**src/rtl/ring_dec.sv**
```systemverilog
// ring_dec -- ring / Johnson counter sequence decoder and tracker.
//
// Watches an 8-bit counter pattern, sampled whenever en=1, and reports its
// decoded position, whether it belongs to the selected sequence, and whether
// the stream of samples has locked onto that sequence. Once locked, any
// sample that is not the successor of the previous one raises a one-cycle
// err pulse and bumps a saturating error counter.
//
// Ports:
//   clk      in   1  rising-edge clock
//   rst      in   1  asynchronous reset, active low
//   ring     in   1  mode: 1 = ring (rotate), 0 = Johnson (twisted ring)
//   en       in   1  sample strobe; count_in is valid when high
//   count_in in   8  counter pattern under observation
//   idx      out  4  decoded sequence position (registered)
//   legal    out  1  last sample belongs to the selected sequence (registered)
//   locked   out  1  tracker is in the LOCKED state
//   err      out  1  one-cycle pulse on a violation while locked
//   err_cnt  out  8  violation count, saturates at 0xFF
module ring_dec (
  input  logic       clk,
  input  logic       rst,
  input  logic       ring,
  input  logic       en,
  input  logic [7:0] count_in,
  output logic [3:0] idx,
  output logic       legal,
  output logic       locked,
  output logic       err,
  output logic [7:0] err_cnt
);

  typedef enum logic [1:0] {
    IDLE   = 2'd0,
    TRACK  = 2'd1,
    LOCKED = 2'd2
  } state_t;

  state_t     state_q, state_d;
  logic [1:0] mc_q, mc_d;        // consecutive successor matches seen in TRACK
  logic [7:0] prev_q, prev_d;    // previous sample, also the ring reference
  logic       mode_q, mode_d;    // mode the previous sample was taken in

  logic [3:0] idx_d;
  logic       legal_d;
  logic       err_d;
  logic [7:0] err_cnt_d;

  // Sample decode
  logic [7:0] j_succ;
  logic [7:0] r_succ;
  logic [7:0] plus_one;
  logic [7:0] inv_plus_one;
  logic [3:0] pop;
  logic       j_legal;
  logic [3:0] j_idx;
  logic       s_legal;
  logic       match;
  logic       first;
  logic       viol;

  // NOTE: every signal driven in always_comb gets a default on entry so that
  // no path leaves it unassigned; otherwise a latch is inferred.
  always_comb begin
    j_succ       = {prev_q[6:0], ~prev_q[7]};
    r_succ       = {prev_q[6:0], prev_q[7]};
    plus_one     = count_in + 8'd1;
    inv_plus_one = ~count_in + 8'd1;
    pop          = 4'($countones(count_in));

    // Johnson members are either a run of ones from bit 0 (0x00..0xFF) or a
    // run of ones ending at bit 7 (0xFE..0x80): x & (x+1) == 0 detects the
    // first form, the same test on ~x detects the second.
    j_legal = ((count_in & plus_one) == 8'h00) ||
              ((~count_in & inv_plus_one) == 8'h00);

    // Rising half counts ones; falling half is 16 - popcount, which in four
    // bits is simply the two's complement of popcount.
    if (count_in[0] || (count_in == 8'h00)) begin
      j_idx = pop;
    end else begin
      j_idx = 4'd0 - pop;
    end

    s_legal = ring ? (count_in != 8'h00) : j_legal;
    match   = s_legal && (count_in == (ring ? r_succ : j_succ));

    // A mode change restarts tracking exactly as if coming out of IDLE.
    first = (state_q == IDLE) || (ring != mode_q);
    viol  = en && !first && (state_q == LOCKED) && !match;
  end

  // Next-state logic
  always_comb begin
    state_d = state_q;
    mc_d    = mc_q;
    prev_d  = prev_q;
    mode_d  = mode_q;

    if (en) begin
      prev_d = count_in;
      mode_d = ring;
      if (first) begin
        state_d = s_legal ? TRACK : IDLE;
        mc_d    = 2'd0;
      end else if (state_q == TRACK) begin
        if (match) begin
          if (mc_q == 2'd3) begin
            state_d = LOCKED;
            mc_d    = 2'd0;
          end else begin
            mc_d = mc_q + 2'd1;
          end
        end else begin
          mc_d = 2'd0;
        end
      end else if (!match) begin
        state_d = TRACK;
        mc_d    = 2'd0;
      end
    end
  end

  // Output logic (values for the output registers)
  always_comb begin
    idx_d     = idx;
    legal_d   = legal;
    err_d     = 1'b0;
    err_cnt_d = err_cnt;

    if (en) begin
      legal_d = s_legal;
      err_d   = viol;
      if (viol && (err_cnt != 8'hFF)) begin
        err_cnt_d = err_cnt + 8'd1;
      end

      if (!s_legal) begin
        idx_d = 4'd0;
      end else if (ring) begin
        // Ring position is rotations since the reference; any break in the
        // successor chain makes the current sample the new reference.
        idx_d = (!first && match) ? {1'b0, idx[2:0] + 3'd1} : 4'd0;
      end else begin
        idx_d = j_idx;
      end
    end
  end

  // State and output registers
  // NOTE: sequential state uses non-blocking assignments only, so every
  // register samples the pre-edge values regardless of statement order.
  always_ff @(posedge clk or negedge rst) begin
    if (!rst) begin
      state_q <= IDLE;
      mc_q    <= 2'd0;
      prev_q  <= 8'h00;
      mode_q  <= 1'b0;
      idx     <= 4'd0;
      legal   <= 1'b0;
      err     <= 1'b0;
      err_cnt <= 8'h00;
    end else begin
      state_q <= state_d;
      mc_q    <= mc_d;
      prev_q  <= prev_d;
      mode_q  <= mode_d;
      idx     <= idx_d;
      legal   <= legal_d;
      err     <= err_d;
      err_cnt <= err_cnt_d;
    end
  end

  assign locked = (state_q == LOCKED);

endmodule

```
**config.mk**
```make
export PLATFORM = sky130hd
export DESIGN_NAME = ring_dec
export DESIGN_NICKNAME = d
export VERILOG_FILES = /design/src/rtl/ring_dec.sv
export SDC_FILE = /design/constraint.sdc
export NUM_CORES = 1
export LEC_CHECK = 0
export CAP_MARGIN = 10
export CORE_MARGIN = 3
export CORE_UTILIZATION = 50
export CTS_CLUSTER_DIAMETER = 60
export DETAILED_ROUTE_END_ITERATION = 16
export HOLD_SLACK_MARGIN = 0.08
export PLACE_DENSITY = 0.78
export SYNTH_ARGS = -nofsm -noshare
export SYNTH_HDL_FRONTEND = slang
export SYNTH_SLANG_ARGS = --single-unit
```
**constraint.sdc**
```tcl
create_clock -name clk -period 3.5 [get_ports clk]
set_input_delay 1.05 -clock clk [delete_from_list [all_inputs] [get_ports clk]]
set_output_delay 1.05 -clock clk [all_outputs]
set_load 0.03 [all_outputs]
```
Word level (Yosys, flattened, before mapping)
Index checks and enable logic that the tools add are counted.

Flip-flop bits (word level): 27. Word-level logic and storage cells: 71. Input bits: 12. Output and inout bits: 15.

Muxes and demuxes: 18. Bitwise operators: 4. Eq/ne operators: 9. Add/subtract/negate cells: 13. Reduce and logical (&&, ||, !) cells: 19.

Operators with widths (number): adder 8 x 1 -> 8 bit, second input constant (3); zero test 8 bit (3); two-way mux 2 bit (10); bitwise AND 8 bit (2); two-way mux 4 bit (3); adder 1 x 1 -> 2 bit (4); equality test 8 bit (1); inequality test 8 bit, second input constant (1); NOT 8 bit (1); nonzero test 8 bit (1); adder 2 x 2 -> 3 bit (2); logical AND 1 bit (6); inequality test 3 x 2 -> 1 bit, second input constant (2); adder 3 x 3 -> 4 bit (1); equality test 2 bit, second input constant (2); two-way mux 1 bit (4); AND reduction 2 bit (2); AND reduction 4 bit (1); subtractor 1 x 4 -> 4 bit, first input constant (1); adder 3 x 1 -> 3 bit, second input constant (1); logical OR 1 bit (3); two-way mux 3 bit (1); inequality test 3 bit, second input constant (1); adder 2 x 1 -> 2 bit, second input constant (1); 5 further kinds (6).

Depth between registers and ports, before layout
Gate-level depths: netlist of run 1.

Depth after elaboration: 11. Mapped depth: 13.

Worst setup path after synthesis of run 1
No wires, ideal clock.

Kind: in2reg. Start: in count_in[0]. End: reg idx[2]. Path buffers: 0. Setup time: 0.136 ns. Slack: -0.601 ns. Arrival time: 3.965 ns. Stages on the path: 13. Required time: 3.364 ns. Cell sequence: inv_1 fa_1 fa_1 fa_1 inv_1 ha_1 fa_1 inv_1 ha_1 nor2b_1 xnor2_1 o2111ai_1 o21ai_0.

Cells in the longest elaborated chain, start to end: 11.

Ends and longest elaborated chain: start: declaration (RTL line 25) `input logic [7:0] count_in,`; branches (longest 10 deep; another with adder 3 x 3 -> 4 bit); two-way mux 4 bit (*) (RTL line 138) `if (!s_legal) begin`; end signal: assignment (RTL line 168) `idx <= idx_d;`; end: declaration (RTL line 26) `output logic [3:0] idx,`.

Every way passes the cells marked *. A chain may end at the register's enable or synchronous reset.

Worst setup path in the final report of run 1
Start: in count_in[3]. End: reg idx[2].

The elaborated chain is that of the path after synthesis.

==> metrics.md, run 1 <==
| Metric | Value |
|---|---|
| Chip height | 67.5 µm |
| Clock root buffer | clkbuf_8 |
| Most used cell, CP | fa_1 |
| Flop and latch count out of synthesis | 27 |
| RSZ-0062 raised after global routing | yes |
| Largest net degree at the start of global routing | 28 |
| Initial antenna violation count | 0 |
| Reg clk slew, reported paths | 90 ps |
| PnR worst setup slack | -420 ps |
| Critical path class | input port to register |
| DRC | 0 |
| Starting density of the core | ~54% |
| Arrival time worst endpoint | 4070 ps |
| Clock net sink count | 27 |
| Routed vias | approximately 1,600 |
| Cells after Synth | between 150 and 200 |
| Routed wire length | about 4400 µm |
| Max incr delay on CP | ~550 ps |
| CP Max Fanout | 2 |
| Max-slew violations | 0 |
| Synth Cell Area | roughly 0.0019 mm² |
| Setup crit start kind | input port |
| Syn Nets | approximately 220 |
| Crit path max-delay family | adder cells |
| CP Data Required Time | around 3700 ps |
| GRT overflow | 0 |
| TritonCTS clock tree | done |
| Area occupied by multi-input gates | approximately 0.0011 mm² |
| Hold WS | 498 ps |
| CTS Hold Buffers Added | 0 |
| Status | finished with violations |
| Grt met1 use | between 20% and 30% |
| Register area share after synthesis | about 36% |
| Worst vdd ir | between 0.2 and 0.3 mV |
| Dpl hpwl | roughly 3500 µm |
| Most frequent cells in the layout | 27 x dfrtp_1, 26 x buf_4, 23 x clkdlybuf4s50_1 |
| Die ar. | about 0.0046 mm² |
| Maximum clock rate | 255 MHz |
| Core Area | 0.00349 mm² |
| ANT cells | 0 |
| Pwr dens | around 350 mW/mm² |
| Distinct cell type count after synthesis | just over 50 |
| Max_slew headroom | between 60% and 70% |
| YS warnings | 0 |
| Area contributors post-synth | dfrtp_1 36%, ha_1 7.3%, xor2_1 6.0% |
| P_leak | approximately 0.0012 µW |
| Port bufs | 26 |
| WL/cell | roughly 15 µm |
| Clock Tree Buf Depth | 2 |
| Number of flops mapped to enable cells by yosys | 0 |
| Setup_tns | -1200 ps |
| Total Nets Final | 270 |
| Count of final setup violators | 3 |
| DRT antenna net count | 0 |
| Vias in the first global route | approximately 1,700 |
| Area growth syn-to-layout | 30.0% |
| Rows | 21 |
| GPL Wtd Cong | ~0.87 |
| FF/Latch Area | 676 µm² |
| Crit end category | register |
| Worst path cell trace | buf_8, inv_8, fa_1, fa_1, fa_1, inv_1, ha_2, fa_1, inv_2, ha_4, nor2b_4, xnor2_1, o2111ai_1, o21ai_1 |
| Total power | 864 µW |
| Gr usage total | 22.2% |
| Met2 usage | about two fifths |
| Violated checks | setup timing |
| Via density | between 5 and 6 |
| Clock insertion delay at the later pin of the skew report | 280 ps |
| Gr busiest metal | met2 |
| GRT met3 Usage | under 10% |
| Commonest non-fill, non-tap cell in the layout | dfrtp_1 |
| Drt initial violations | slightly above 100 |
| CTS H-tree depth | 1 |
| Drt pass-1 iters | 4 |
| HP Class | register to register |
| Post-synth ARST share | 100% |
| Period Utilization, post-route | 112% |
| Crit path max-delay cell type | fa_1 |
| Final Critical Period | between 3000 and 4000 ps |
| Least-Margin Pin Slew | 528 ps |
| Hold Vio Cnt, Final | 0 |
| CP bufs+invs | 4 |
| Filler Cells Inserted | between 200 and 300 |
| Layout Skew | around 9.3 ps |
| Mean area per synthesized cell | 9.96 µm² |
| Max Cap Viol | 0 |
| Num CTS Buffers | 3 |
| Ys flop type | dfrtp_1 |
| Yosys top cell area share | a little over a third |
| First-pass GRT wire length | 7730 µm |
| Core Util, Final | 70.4% |
| Chip Width | 67.5 µm |
| Io pins | 27 |
| Share of layout cells above drive strength 1 | approximately a quarter |
| Post-synth top area cell | dfrtp_1 |
layer usage:
metal	vias to the layer above	routed length (µm)
met2	28	2370
met5	-	0
met4	0	43
met1	813	1900
li1	779	-
met3	6	139
synth_stat cells (3+ instances only):
cell type  count
nand4_1        6
xor2_1        13
nor3_1         5
a21oi_1        4
mux2_2        10
inv_1         18
fa_1           4
ha_1          11
dfrtp_1       27
nand2_1        8
a21o_1         3
xnor2_1        5
and3_1         3
and2_1         3
nand2b_1       3
o21ai_0        4
a31oi_1        4
nor2_1        10
nor2b_1        5
nand3_1        4
a31o_2         3
where the power goes:
part / switching [µW] / internal [µW] / leakage [µW]
logic: 171 / 167 / 0.000789
clock network: 93.6 / 79.8 / 0.0000255
registers: 19.0 / 334 / 0.000349
sequential cells by signal (all words and copies together) (netlist names):
signal   flops
err_cnt      8
prev_q       8
idx          4
mc_q         2
state_q      2
err          1
legal        1
mode_q       1
through the flow:
stage	instance area [µm²]	instances	worst slack, ps
floorplan	1900	190	-559
global placement	2380	283	-1210
detailed placement	2380	283	-1310
CTS	2450	288	-439
global route	2460	288	-524
finish	2460	288	-420
final timing paths:
path,depth (start not counted),end,slack [ps],start
worst max-delay path,14,idx[2],-420,count_in[3]
worst min-delay path,1,err_cnt[5],500,err_cnt[5]
worst max register to register,6,err_cnt[1],1560,prev_q[1]
worst min register to register,1,err_cnt[5],500,err_cnt[5]
max in group asynchronous,2,prev_q[3],2090,rst
min in group asynchronous,2,idx[2],1150,rst
logic make-up (layout without fill, tap and decap cells):
kind of cell	after synthesis	count (layout)	share of synthesized area, %
flip-flops	27	27	35.7
adder cells (fa/ha/maj)	15	15	11.5
XOR/XNOR	18	18	8.33
buffers and inverters	22	74	4.83
AND/OR/NAND/NOR	59	59	17.3
multiplexers	13	13	7.80
AO/OA/AOI/OAI	36	36	14.6
what timing repair did:
action                                  4_1_cts  5_1_grt
endpoints found under the hold margin         0        0
endpoints found under the setup margin        4        3
gates resized for setup                      21        1
buffers inserted                              1        0
pin swaps                                     9        0
area by class of cell:
class | instances | share of cell area [%]
Clock buffer | 3 | 1.68
Sequential cell | 27 | 27.5
Timing Repair Buffer | 52 | 18.6
Clock inverter | 1 | 0.204
Inverter | 18 | 3.05
Multi-Input combinational cell | 141 | 46.7
Tap cell | 46 | 2.34
Power figures use the tool's default switching activity.
==> run 2, diff against run 1 <==
--- a/config.mk
+++ b/config.mk
@@ -12,6 +12,7 @@
 export DETAILED_ROUTE_END_ITERATION = 16
 export HOLD_SLACK_MARGIN = 0.08
 export PLACE_DENSITY = 0.78
+export SLEW_MARGIN = 40
 export SYNTH_ARGS = -nofsm -noshare
 export SYNTH_HDL_FRONTEND = slang
 export SYNTH_SLANG_ARGS = --single-unit
==> results of run 2 <==
No change in the layout: final DEF, timing and power equal those of run 1.
==> run 3, diff against run 2 <==
--- a/config.mk
+++ b/config.mk
@@ -6,12 +6,12 @@
 export NUM_CORES = 1
 export LEC_CHECK = 0
 export CAP_MARGIN = 10
-export CORE_MARGIN = 3
-export CORE_UTILIZATION = 50
+export CORE_MARGIN = 10
+export CORE_UTILIZATION = 44
 export CTS_CLUSTER_DIAMETER = 60
 export DETAILED_ROUTE_END_ITERATION = 16
 export HOLD_SLACK_MARGIN = 0.08
-export PLACE_DENSITY = 0.78
+export PLACE_DENSITY = 0.75
 export SLEW_MARGIN = 40
 export SYNTH_ARGS = -nofsm -noshare
 export SYNTH_HDL_FRONTEND = slang
==> run 3 against run 2 <==
Against the previous run: the flow still finishes with violations (setup timing); sequential share of layout area down 0.40 points; clock skew down 4.2 ps; power up 1.2%; critical path depth unchanged; non-clock buffer count unchanged; cell count up 1.4%; worst setup slack better by 12 ps; largest cell class unchanged; highest routed layer unchanged.
==> metrics.md, run 3 (same netlist as run 1, synthesis figures left out) <==
| Metric | Value |
|---|---|
| R2R setup slack | about 1500 ps |
| GPL Wtd Cong | 0.832 |
| Share of layout cells above drive strength 1 | 24.8% |
| WL/cell | roughly 15 µm |
| GRT overflow | 0 |
| Area growth syn-to-layout | 31.9% |
| Total power | about 870 µW |
| Clock Tree Buf Depth | 2 |
| Total Nets Final | 270 |
| Final Critical Period | about 4000 ps |
| Commonest non-fill, non-tap cell in the layout | dfrtp_1 |
| Dpl cell area | approximately 0.0024 mm² |
| Chip Width | approximately 86 µm |
| Clock root buffer | clkbuf_8 |
| Non-Filler Instances | between 200 and 300 |
| Dpl cells | ~290 |
| Core Area | 0.00409 mm² |
| Drt pass-1 iters | 4 |
| Status | finished with violations |
| Number of stages on the worst setup path | 14 |
| Max-slew violations | 0 |
| Vias in the first global route | 1,591 |
| Rows | 23 |
| Drt initial violations | slightly below 50 |
| Starting density of the core | between 40% and 50% |
| Worst path cell trace | buf_8, inv_8, fa_1, fa_1, fa_1, inv_2, ha_4, fa_1, inv_2, ha_4, nor2b_4, xnor2_1, o2111ai_1, o21ai_1 |
| Most frequent cells in the layout | 27 x dfrtp_1, 26 x buf_4, 23 x clkdlybuf4s50_1 |
| Via density | approximately 5.3 |
| Die ar. | ~0.0073 mm² |
| Crit path max-delay family | adder cells |
| Arrival time worst endpoint | slightly above 4000 ps |
| Gr usage total | approximately an eighth |
| DRT antenna net count | 0 |
| Pre-CTS setup slack | -1310 ps |
| RSZ-0062 raised after global routing | yes |
| CP Max Fanout | 2 |
| Clock net sink count | 27 |
| Worst vdd ir | 0.239 mV |
| ANT cells | 0 |
| Chip height | around 86 µm |
| Largest regs | err_cnt: 8 flops, prev_q: 8 flops, idx: 4 flops |
| Crit path max-delay cell type | fa_1 |
| Pwr dens | between 300 and 400 mW/mm² |
| Design area | approximately 0.0025 mm² |
| Least-Margin Pin Slew | approximately 500 ps |
| HP Class | register to register |
| Layout Skew | about 5 ps |
| P_leak | around 0.0012 µW |
| Routed vias | about 1,500 |
| Violated checks | setup timing |
| Count of final setup violators | 3 |
| Clock insertion delay at the later pin of the skew report | 280 ps |
| CTS H-tree depth | 1 |
| Port bufs | 26 |
| DRC | 0 |
| Maximum clock rate | around 260 MHz |
| CP bufs+invs | 4 |
| First-pass GRT wire length | between 7000 and 8000 µm |
| PnR worst setup slack | -408 ps |
| Hold Vio Cnt, Final | 0 |
| Largest net degree at the start of global routing | 28 |
| Reg2Reg Launch Point | prev_q[1] |
| Crit end category | register |
| Routed wire length | 4250 µm |
| Critical Path Start | count_in[3] |
| Dpl hpwl | roughly 3400 µm |
| Io pins | 27 |
| CP Data Required Time | approximately 3700 ps |
| Critical path class | input port to register |
| Num CTS Buffers | 3 |
| Initial antenna violation count | 0 |
| Critical R2R Capture | err_cnt[1] |
| Reg clk slew, reported paths | 90 ps |
| Max Cap Viol | 0 |
| TritonCTS clock tree | done |
| Critical Path End | idx[2] |
| Setup crit start kind | input port |
| Max incr delay on CP | 550 ps |
| Max_slew headroom | between 60 and 70% |
| Period Utilization, post-route | 112% |
| Most used cell, CP | fa_1 |
| R2R cell count | 6 |
## run 3: cell types whose count changed in the layout (fill, tap and decap cells not counted), sizes merged
cell,before,now
clkinv,1,0
clkinvlp,0,1
## run 3: layout make-up
type                    count  area, µm²
clock buffers               3       41.3
clock inverters             1       7.51
fillers                   353       1590
inverters                  18       80.1
multi-input cells         141       1160
flip-flops and latches     27        676
well taps                  50       62.6
repair buffers             52        467
## run 3: worst min path at each step
stage,endpoint,startpoint,slack [ps],cells after the start
global route,err_cnt[4],err_cnt[4],540,1
detailed placement,err_cnt[6],err_cnt[6],500,1
global placement,err_cnt[6],err_cnt[6],480,1
CTS,err_cnt[6],err_cnt[6],510,1
floorplan,prev_q[0],prev_q[0],500,1
finish,err_cnt[6],err_cnt[6],500,1
## run 3: per-layer routing
layer  part of all wire [%]  track usage, %  vias up  routed length, µm
met3                    3.3            2.37        5                141
li1                       -               -      781                  -
met2                     50            20.0       22               2140
met4                   0.71            3.89        0                 30
met1                     46            14.6      737               1940
met5                      0               0        -                  0
## run 3: power breakdown
part           switching [µW]  internal (µW)  total, µW
combinational             172            170        342
clock                    99.4           80.9        180
sequential               18.1            334        352
total                     290            584        874
## run 3: metrics by stage
| step | TNS, ps | hold WS (ps) | util, % |
|---|---|---|---|
| after floorplan | -1530 | 501 | - |
| after global placement | -4040 | 484 | 58.5 |
| after detailed placement | -4390 | 495 | 58.5 |
| after CTS | -1230 | 509 | 60.6 |
| after global routing | -1530 | 535 | 61.1 |
| final | -1150 | 502 | 61.1 |
## run 3: timing repair
action                     4_1_cts  5_1_grt
setup endpoints to repair        4        3
hold endpoints to repair         0        0
pin swaps                        9        6
buffers inserted                 1        0
hold buffers                     0        0
resized for setup               25        4
